==> src/rtl/rx_fifo_sync_pkg.sv <==
`default_nettype none
// ============================================================================
// Module   : rx_fifo_sync_pkg
// Brief    : Constants and helpers shared by the tx/rx FIFOs.
// Revision : 1.0
// ============================================================================
package rx_fifo_sync_pkg;

    localparam int c_DEF_DATA_WIDTH   = 8;
    localparam int c_DEF_ADDR_WIDTH   = 4;
    localparam int c_DEF_AFULL_THRESH = 12;

    typedef enum logic [1:0] {
        FIFO_EMPTY   = 2'd0,
        FIFO_PARTIAL = 2'd1,
        FIFO_FULL    = 2'd2
    } fifo_level_e;

    function automatic int ram_depth(input int addr_width);
        return 1 << addr_width;
    endfunction

    // One extra pointer bit distinguishes full from empty on equal addresses.
    function automatic int ptr_width(input int addr_width);
        return addr_width + 1;
    endfunction

endpackage
`default_nettype wire

==> src/rtl/rx_fifo_sync_dp_ram.sv <==
`default_nettype none
// ============================================================================
// Module   : rx_fifo_sync_dp_ram
// Brief    : Simple dual-port RAM, clocked write, combinational read.
// Revision : 1.0
// ============================================================================
module rx_fifo_sync_dp_ram
    import rx_fifo_sync_pkg::*;
#(
    parameter int DATA_WIDTH = c_DEF_DATA_WIDTH,
    parameter int ADDR_WIDTH = c_DEF_ADDR_WIDTH
) (
    input  logic                  i_clk,
    input  logic                  i_wen,
    input  logic [ADDR_WIDTH-1:0] i_waddr,
    input  logic [DATA_WIDTH-1:0] i_wdata,
    input  logic                  i_ren,
    input  logic [ADDR_WIDTH-1:0] i_raddr,
    output logic [DATA_WIDTH-1:0] o_rdata
);

    localparam int c_DEPTH = ram_depth(ADDR_WIDTH);

    logic [DATA_WIDTH-1:0] r_mem [c_DEPTH];

    // Contents are deliberately not reset.
    always_ff @(posedge i_clk) begin
        if (i_wen) begin
            r_mem[i_waddr] <= i_wdata;
        end
    end

    assign o_rdata = i_ren ? r_mem[i_raddr] : '0;

endmodule
`default_nettype wire

==> src/rtl/rx_fifo_sync.sv <==
`default_nettype none
// ============================================================================
// Module   : rx_fifo_sync
// Brief    : Single-clock RX FIFO with registered FWFT read port.
// Revision : 1.0
// ============================================================================
module rx_fifo_sync
    import rx_fifo_sync_pkg::*;
#(
    parameter int DATA_WIDTH   = c_DEF_DATA_WIDTH,
    parameter int ADDR_WIDTH   = c_DEF_ADDR_WIDTH,
    parameter int AFULL_THRESH = c_DEF_AFULL_THRESH
) (
    input  logic                  i_clk,
    input  logic                  i_rst,
    input  logic                  i_wr_valid,
    output logic                  o_wr_ready,
    input  logic [DATA_WIDTH-1:0] i_wr_data,
    output logic                  o_rd_valid,
    input  logic                  i_rd_ready,
    output logic [DATA_WIDTH-1:0] o_rd_data,
    output logic [ADDR_WIDTH:0]   o_count,
    output logic                  o_afull,
    output logic                  o_empty
);

    localparam int c_PTR_W = ptr_width(ADDR_WIDTH);

    logic [c_PTR_W-1:0]    r_wr_ptr;
    logic [c_PTR_W-1:0]    r_rd_ptr;
    logic                  r_rd_valid;
    logic [DATA_WIDTH-1:0] r_rd_data;
    logic [c_PTR_W-1:0]    r_count;
    logic                  r_afull;
    logic                  r_empty;

    logic                  w_ram_empty;
    logic                  w_ram_full;
    logic                  w_wr_fire;
    logic                  w_rd_fire;
    logic                  w_load;
    logic [DATA_WIDTH-1:0] w_ram_rdata;
    logic [c_PTR_W-1:0]    w_count_nxt;

    assign w_ram_empty = (r_wr_ptr == r_rd_ptr);
    assign w_ram_full  = (r_wr_ptr[ADDR_WIDTH-1:0] == r_rd_ptr[ADDR_WIDTH-1:0]) &&
                         (r_wr_ptr[ADDR_WIDTH] != r_rd_ptr[ADDR_WIDTH]);

    assign w_wr_fire   = i_wr_valid & ~w_ram_full;
    assign w_rd_fire   = r_rd_valid & i_rd_ready;
    // Empty test uses the pre-write pointer, so a same-cycle write loads next cycle.
    assign w_load      = ~w_ram_empty & (~r_rd_valid | i_rd_ready);
    assign w_count_nxt = r_count + c_PTR_W'(w_wr_fire) - c_PTR_W'(w_rd_fire);

    rx_fifo_sync_dp_ram #(
        .DATA_WIDTH (DATA_WIDTH),
        .ADDR_WIDTH (ADDR_WIDTH)
    ) u_dp_ram (
        .i_clk   (i_clk),
        .i_wen   (w_wr_fire & ~i_rst),
        .i_waddr (r_wr_ptr[ADDR_WIDTH-1:0]),
        .i_wdata (i_wr_data),
        .i_ren   (1'b1),
        .i_raddr (r_rd_ptr[ADDR_WIDTH-1:0]),
        .o_rdata (w_ram_rdata)
    );

    always_ff @(posedge i_clk) begin
        if (i_rst) begin
            r_wr_ptr   <= '0;
            r_rd_ptr   <= '0;
            r_rd_valid <= 1'b0;
            r_rd_data  <= '0;
            r_count    <= '0;
            r_afull    <= 1'b0;
            r_empty    <= 1'b1;
        end else begin
            if (w_wr_fire) begin
                r_wr_ptr <= r_wr_ptr + 1'b1;
            end
            if (w_load) begin
                r_rd_data  <= w_ram_rdata;
                r_rd_ptr   <= r_rd_ptr + 1'b1;
                r_rd_valid <= 1'b1;
            end else if (w_rd_fire) begin
                r_rd_valid <= 1'b0;
            end
            r_count <= w_count_nxt;
            r_afull <= (w_count_nxt >= c_PTR_W'(AFULL_THRESH));
            r_empty <= (w_count_nxt == '0);
        end
    end

    assign o_wr_ready = ~w_ram_full;
    assign o_rd_valid = r_rd_valid;
    assign o_rd_data  = r_rd_data;
    assign o_count    = r_count;
    assign o_afull    = r_afull;
    assign o_empty    = r_empty;

endmodule
`default_nettype wire
==> config.mk <==
export PLATFORM = sky130hd
export DESIGN_NAME = rx_fifo_sync
export DESIGN_NICKNAME = d
export VERILOG_FILES = /design/src/rtl/rx_fifo_sync_pkg.sv /design/src/rtl/rx_fifo_sync_dp_ram.sv /design/src/rtl/rx_fifo_sync.sv
export SDC_FILE = /design/constraint.sdc
export NUM_CORES = 1
export LEC_CHECK = 0
export ABC_AREA = 1
export BUFFER_PORTS_ARGS = -buffer_cell sky130_fd_sc_hd__buf_2
export CORE_MARGIN = 2
export CORE_UTILIZATION = 45
export CTS_BUF_LIST = sky130_fd_sc_hd__clkbuf_2
export DETAILED_ROUTE_END_ITERATION = 8
export SETUP_SLACK_MARGIN = 0.5
export SLEW_MARGIN = 5
export SYNTH_ARGS = -nofsm -noshare
export SYNTH_HDL_FRONTEND = slang
export SYNTH_SLANG_ARGS = --single-unit
==> constraint.sdc <==
create_clock -name i_clk -period 6.4 [get_ports i_clk]
set_clock_uncertainty 0.15 [all_clocks]
set_input_delay 0.32 -clock i_clk [delete_from_list [all_inputs] [get_ports i_clk]]
set_output_delay 0.32 -clock i_clk [all_outputs]
set_load 0.05 [all_outputs]
==> results.ini, run 1 <==
[yosys]
synth-seq-cells=154
synth_top_area_share_pct=56.8
ys_seq_area_share_pct=64.5
synth.distinct_cells=24
synthesis.area_um2=6770
synth.area.top_cells=edfxtp_1 (57%), nand2_1 (8.8%), dfxtp_1 (7.7%)
synth_top_area_cell=edfxtp_1
ys_warn_count=0
synth_fp_nets=722
synth.avg_cell_area_um2=9.69
syn_inst=699

[timing]
worst_slew_pin_slew_ps=930
finalCriticalPeriod_ps=3720
max_freq_mhz=269
relSlewSlack_pct=37.9
hold_viol=0
rsz0062_at_grt=false
finalMaxSlewViolations=0
period_share_pct=58.2
timing.final.ws_setup_ps=2680
setup_viol=0
setup_tns_ps=0

[cells_and_area]
finalInstanceArea_um2=7430
mostFrequentLayoutCells=nand2_1 (159), edfxtp_1 (128), nor2_1 (105)
nNetsFinal=755
final_common_cell=nand2_1
syn2layout_area_growth_pct=9.72
layout-drive-gt1-share_pct=9.66
finalNonFillerCells=930

[global_routing]
grt_pass1_wl_mm=24.2
antenna_found_initial=1
track_usage_pct=20.3
grt_max_degree=70
overflow=0
grt_pass1_vias=4633

[placement]
place_inst=885
place_area_um2=7020
io_buffers=28
gp_congestion=0.907
dp_hpwl_mm=10.6
dp_slack_ps=2710

[clocking]
clock_path_buffers=2
postCtsHoldBufs=12
cts_setup_buffers=0
numClockSinks=154
path_clk_slew_ps=220
cts_tree=done
cts_resized=0
clock-root-buffer=clkbuf_2
insertion_delay_ps=750
numCtsBuffers=17
cts_max_level=4

[critical_path]
worstPathCellList=buf_4 > inv_2 > nand2_1 > nand2_1 > nor2_2 > nand3b_2 > nand2_2 > ha_1 > inv_1 > ha_1 > fa_1 > xor2_1 > nor3_1 > o21ai_0 > nor2_1
worstSetupEndpointType=flop
cp_slowest_cell=inv_2
critPathKind=reg -> reg
critPathTopFamily=buffers and inverters
path_buf_inv=3
crit_arrival_ps=4270
max_stage_delay_ps=570
cp-start-kind=flop
crit_required_ps=6950
path_max_fanout=69

[route]
drtAntennaViolNets=0
top_layer=met4
wire_per_inst_um=16.9
wl_met2_mm=7.51
first_pass_iters=7
drt-initial-drc-count=309
dr_total_vias=4739
route.met3.wl_um=841
met1_length_mm=6.93
via_per_inst=5.10
route.detailed.drc=0
wl_mm=15.7

[floorplan]
num_io_pins=29
core-area_um2=14600
die_x_um=127
die_area_um2=16000
die_h_um=127
row_count=44
initial_core_util_pct=46.4

[min_path]
min_path_type=in -> reg

[pwr]
ir_drop_mv=0.186
p_leak_nw=3.15
power_density_nw_per_um2=364

[run]
cap_violations=0

[outcome]
status=finished clean

## final cells by class
type / count / area, um2
antenna: 1 / 2.50
tap: 184 / 230
sequential: 154 / 4370
clock buffer: 18 / 90.1
timing repair buffer: 42 / 275
clock inverter: 14 / 198
multi-input combinational: 411 / 1870
fill: 1364 / 7160
inverter: 106 / 398
## registers in the layout (all words and copies together), names as in the netlist
name	cells
o_afull	1
r_rd_ptr	5
o_rd_data	8
u_dp_ram.r_mem	128
o_count	5
o_rd_valid	1
r_wr_ptr	5
o_empty	1
## cells in the mapped netlist, drive strengths merged
master / number
clkbuf: 13
dfxtp: 26
nand2: 161
nand3: 68
inv: 105
a21oi: 16
ha: 10
clkinv: 1
xor2: 6
o21ai: 37
xnor2: 4
nor2: 106
buf: 15
edfxtp: 128
nor3: 1
nand3b: 1
fa: 1
## routing by layer
metal,vias up,track usage [%]
met1,2251,26.6
met5,-,0
met3,29,4.01
li1,2311,-
met4,0,8.73
met2,148,33.2
## report_power, final
| group | internal [mW] | leakage (nW) | switching [mW] |
|---|---|---|---|
| sequential | 1.14 | 1.37 | 0.0309 |
| clock | 0.261 | 0.161 | 0.346 |
| combinational | 0.252 | 1.62 | 0.678 |
## worst min-delay path, cell delays in order
cell,delay (ps)
dlygate4sd3_1,540
buf_2,150
nand3_1,80
a21oi_1,60
## worst paths after layout
| kind | startpoint | end | slack, ps | cells past startpoint |
|---|---|---|---|---|
| max | r_rd_ptr[0] | o_empty | 2680 | 15 |
| min | i_wr_valid | r_wr_ptr[2] | 270 | 4 |
| max reg2reg | r_rd_ptr[0] | o_empty | 2680 | 15 |
| min reg2reg | r_rd_ptr[3] | r_rd_ptr[3] | 370 | 2 |
## stage by stage
stage	hold WS, ps	util (%)	total power [mW]
after floorplan	269	-	1.90
after global placement	335	48.1	2.10
after detailed placement	335	48.1	2.11
after CTS	224	50.9	2.72
after global routing	233	50.9	2.86
final	271	50.9	2.70
## kinds of logic after synthesis
| kind of cell | share of synthesized area (%) |
|---|---|
| compound gates | 3.92 |
| xor+xnor | 1.29 |
| fa+ha+maj | 2.14 |
| buf+inv | 7.93 |
| flops | 64.5 |
| simple gates | 20.3 |
(Power assumes the default switching activity.)
==> inputs of run 2 (changes only) <==
Clock period 6.4 ns to 3.2 ns, I/O delays scaled along.
==> run 2 against run 1 <==
  * Clock power grew 100%
  * Sequential share of layout area down 1.6 points
  * Hold slack got worse by 110 ps
  * Critical endpoint unchanged
  * Largest power group unchanged
==> results.ini, run 2 (synthesis gave the netlist of run 1 again) <==
[outcome]
status=finished clean

[timing]
period_share_pct=80.8  ; +23 points
relSlewSlack_pct=51.9  ; +14 points
rsz0062_at_grt=false
setup_viol=0  ; unchanged
finalCriticalPeriod_ps=2590  ; -1140 ps
finalMaxSlewViolations=0  ; unchanged
max_freq_mhz=387  ; +44%
worst_slew_pin_slew_ps=718  ; -212 ps
hold_viol=0  ; unchanged
setup_tns_ps=0  ; unchanged

[cells_and_area]
regArea_um2=4390  ; +0.57%
largest_reg_flops=128  ; unchanged
n_fill_cell=1346  ; -1.3%
mostFrequentLayoutCells=nand2_1 (159), edfxtp_1 (128), nor2_1 (104)
final_common_cell=nand2_1
finalNonFillerCells=951  ; +2.3%
top_register=u_dp_ram.r_mem
nNetsFinal=776  ; +2.8%
layout-drive-gt1-share_pct=13.3  ; +3.7 points
multi_input_area_um2=1930  ; +3.2%
syn2layout_area_growth_pct=13.4

[clocking]
clock_path_buffers=2  ; unchanged
cts_max_level=4  ; unchanged
numCtsBuffers=17  ; unchanged
path_clk_slew_ps=200  ; -20 ps
numClockSinks=154  ; unchanged
clock-root-buffer=clkbuf_2
insertion_delay_ps=740  ; about the same
cts_tree=done

[floorplan]
row_count=44  ; unchanged
die_area_um2=16000  ; unchanged
initial_core_util_pct=46.4  ; unchanged
die_h_um=127  ; unchanged
core-area_um2=14600  ; unchanged
num_io_pins=29  ; unchanged
die_x_um=127  ; unchanged

[placement]
io_buffers=28  ; unchanged
gp_congestion=0.919  ; +1.3%
dp_hpwl_mm=9.74  ; -8.0%
place_inst=901  ; +1.8%

[pwr]
power_density_nw_per_um2=718  ; +97%
ir_drop_mv=0.445  ; +140%
p_leak_nw=3.29  ; +4.6%

[global_routing]
overflow=0  ; unchanged
grt_pass1_wl_mm=24.0  ; -0.57%
grt_max_degree=66  ; -5.7%
antenna_found_initial=1  ; unchanged
grt_pass1_vias=4427  ; -4.4%
track_usage_pct=19.9  ; -0.39 points

[route]
drt-initial-drc-count=360  ; +17%
wl_mm=15.1  ; -3.6%
dr_total_vias=4705  ; -0.72%
wire_per_inst_um=15.9  ; -5.7%
first_pass_iters=4  ; -3
via_per_inst=4.95  ; -2.9%
route.detailed.drc=0  ; unchanged
drtAntennaViolNets=0  ; unchanged

[critical_path]
crit_required_ps=3730  ; -3220 ps
critPathKind=reg -> reg
cp-start-kind=flop
path_max_fanout=8  ; -88%
worstSetupEndpointType=flop
crit_arrival_ps=3120  ; -1150 ps

[min_path]
min_path_type=in -> reg

[run]
cap_violations=0  ; unchanged

-- run 2: metal layers --
metal  global-route usage, %  vias to the layer above  wire, um
met5                       0                        -         0
met4                    7.56                        0       309
met3                    4.93                       27       942
met2                    29.9                      133      6870
met1                    28.1                     2192      7020
li1                        -                     2353         -
-- run 2: cell type report --
type / instances / share of cell area (%)
diodes: 1 / 0.0326
repair buffers: 63 / 5.74
clock buffers: 19 / 1.24
flip-flops and latches: 154 / 57.2
clock inverters: 13 / 2.36
inverters: 106 / 5.28
well taps: 184 / 3.00
multi-input cells: 411 / 25.1
-- run 2: what timing repair did --
action	CTS	global route
endpoints found under the setup margin	4	12
resized for setup	6	25
hold buffers	12	0
pin swaps	0	2
buffers inserted	0	5
endpoints found under the hold margin	154	0
-- run 2: path summary, 6_finish.rpt --
check / startpoint / endpoint / slack, ps / cells past startpoint
max: r_rd_ptr[2] / o_empty / 610 / 13
min: i_wr_valid / r_wr_ptr[3] / 160 / 4
max reg2reg: r_rd_ptr[2] / o_empty / 610 / 13
min reg2reg: r_rd_ptr[3] / r_rd_ptr[3] / 360 / 2
-- run 2: critical path, stage by stage, from the launching register on --
cell and delay [ps]:
dfxtp_4 410, buf_8 120, nand2_1 50, nand2_1 70, nor2_4 150, nand3b_4 110, nand2_4 110, ha_1 230
inv_1 50, ha_1 200, fa_2 480, nor3_2 190, o21ai_0 100, nor2_1 110
-- run 2: through the flow --
step | power [mW] | instance area [um2] | hold WS, ps | utilization (%) | setup slack (ps)
after floorplan | 3.81 | 6780 | 109 | - | 529
after global placement | 4.26 | 7150 | 331 | 49.0 | 513
after detailed placement | 4.28 | 7150 | 338 | 49.0 | 396
after CTS | 5.52 | 7560 | 81.4 | 51.8 | 507
after global routing | 5.89 | 7670 | 108 | 52.6 | 468
final | 5.51 | 7670 | 162 | 52.6 | 614
-- run 2: where the power goes --
group	internal, mW	switching (mW)
combinational	0.554	1.39
sequential	2.28	0.0629
clock	0.580	0.645
==> inputs of run 3 (changes only) <==
Clock period 3.2 ns to 2.5 ns, I/O delays scaled along.
==> run 3 against run 2 <==
  * Core utilization is 3.1 points higher
  * Combinational power up 41%
  * Total power is 30% higher
  * Final cell count up 1.7%
  * Clock-buffer cell count is 1 lower
  * Sequential share of layout area is 3.2 points lower
  * The run now ends with negative hold slack left
  * Fmax increased by 13%
  * Highest routed layer unchanged
==> results.ini, run 3 (synthesis gave the netlist of run 1 again) <==
[outcome]
status=complete, but fails checks
violations=negative hold slack

[critical_path]
worstPathCellList=buf_6 > nand2_2 > nand2_2 > nor2_4 > nand3b_4 > nand2_4 > ha_4 > inv_2 > ha_4 > fa_2 > nand3_2 > nand2_2 > nor2_1 > nor2_1 > nand2_1 > inv_1 > nor2_1
cp_slowest_cell=dfxtp_2
path_max_fanout=3  ; -5
critPathKind=reg -> reg
worstSetupEndpointType=flop
max_stage_delay_ps=400  ; -80 ps
crit_arrival_ps=2840  ; -280 ps
cp-start-kind=flop
crit_required_ps=3050  ; -680 ps

[route]
first_pass_iters=4  ; unchanged
route.detailed.drc=0  ; unchanged
wl_mm=15.5  ; +2.7%
wire_per_inst_um=16.1  ; +0.98%
drt-initial-drc-count=293  ; -19%
drtAntennaViolNets=0  ; unchanged
via_per_inst=4.94  ; -0.19%
dr_total_vias=4775  ; +1.5%

[timing]
period_share_pct=91.7  ; +11 points
finalCriticalPeriod_ps=2290  ; -293 ps
relSlewSlack_pct=58.0  ; +6.0 points
finalMaxSlewViolations=0  ; unchanged
hold_viol=23  ; +23
rsz0062_at_grt=true
max_freq_mhz=436  ; +13%
whs_ps=-445  ; -607 ps
setup_viol=0  ; unchanged
worst_slew_pin_slew_ps=628  ; -90.0 ps

[clocking]
postCtsHoldBufs=13  ; +1
cts_max_level=4  ; unchanged
insertion_delay_ps=740  ; about the same
path_clk_slew_ps=210  ; about the same
clock-root-buffer=clkbuf_2
numCtsBuffers=17  ; unchanged
cts_tree=done
clock_path_buffers=2  ; unchanged
numClockSinks=154  ; unchanged

[cells_and_area]
layout-drive-gt1-share_pct=20.9  ; +7.6 points
syn2layout_area_growth_pct=20.0
multi_input_area_um2=2140  ; +11%
mostFrequentLayoutCells=nand2_1 (147), edfxtp_1 (128), inv_1 (95)
final_common_cell=nand2_1
nNetsFinal=793  ; +2.2%
n_fill_cell=1282  ; -4.8%
top_register=u_dp_ram.r_mem
num_antenna_cells=0  ; -1
finalNonFillerCells=967  ; +1.7%
largest_reg_flops=128  ; unchanged
regArea_um2=4390  ; about the same

[floorplan]
die_h_um=127  ; unchanged
core-area_um2=14600  ; unchanged
die_area_um2=16000  ; unchanged
num_io_pins=29  ; unchanged
initial_core_util_pct=46.4  ; unchanged
row_count=44  ; unchanged
die_x_um=127  ; unchanged

[global_routing]
track_usage_pct=20.3  ; +0.37 points
overflow=0  ; unchanged
grt_pass1_vias=4641  ; +4.8%
grt_max_degree=66  ; unchanged
antenna_found_initial=0  ; -1
grt_pass1_wl_mm=24.7  ; +2.8%

[placement]
io_buffers=28  ; unchanged
dp_hpwl_mm=9.50  ; -2.4%
place_inst=900  ; -0.11%
gp_congestion=0.812  ; -12%

[pwr]
p_leak_nw=3.39  ; +2.9%
ir_drop_mv=0.459  ; +3.1%
power_density_nw_per_um2=880  ; +23%

[run]
cap_violations=0  ; unchanged

[min_path]
min_path_type=in -> reg

run 3: final cells by class:
cell class                 instances  share of cell area (%)
clock buffer                      18                    1.11
clock inverter                    14                    1.91
timing repair buffer              80                    8.77
tap                              184                    2.83
multi-input combinational        411                    26.4
sequential                       154                    54.0
inverter                         106                    4.93
run 3: worst paths after layout:
kind | endpoint | slack, ps | depth (start not counted) | startpoint
max | o_empty | 210 | 17 | r_wr_ptr[2]
min | r_wr_ptr[4] | -440 | 3 | i_wr_valid
max reg2reg | o_empty | 210 | 17 | r_wr_ptr[2]
min reg2reg | r_wr_ptr[4] | 400 | 2 | r_wr_ptr[4]
run 3: metal layers:
| metal | vias to the layer above | part of all wire (%) | GRT usage (%) |
|---|---|---|---|
| met3 | 13 | 4.8 | 4.89 |
| met4 | 0 | 0.92 | 5.17 |
| met5 | - | 0 | 0 |
| met1 | 2259 | 48 | 28.3 |
| li1 | 2388 | - | - |
| met2 | 115 | 47 | 32.2 |
run 3: timing repair:
| item | CTS | global route |
|---|---|---|
| pin swaps | 18 | 5 |
| resized for setup | 28 | 22 |
| setup endpoints to repair | 137 | 146 |
| hold endpoints to repair | 154 | 30 |
| buffers inserted | 19 | 4 |
run 3: per-stage QoR:
step                area, um2  TNS [ps]  power (mW)  setup WS, ps  utilization, %
floorplan                6960     -33.4        4.95         -33.4               -
global placement         7310         0        5.54           134            50.1
detailed placement       7310         0        5.59          68.9            50.1
CTS                      8040         0        7.09           198            55.1
global route             8120         0        7.61          71.8            55.7
finish                   8120         0        7.15           207            55.7
run 3: where the power goes:
part / switching (mW) / internal (mW)
Sequential: 0.0773 / 2.92
Clock: 0.864 / 0.546
Combinational: 1.87 / 0.868
Total: 2.81 / 4.33
run 3: worst max-delay path, delay by kind of cell, from the launching register on:
family,cells,cell delay [ps]
AND/OR/NAND/NOR,11,740
adder cells (fa/ha/maj),3,770
flip-flops,1,400
buffers and inverters,3,180
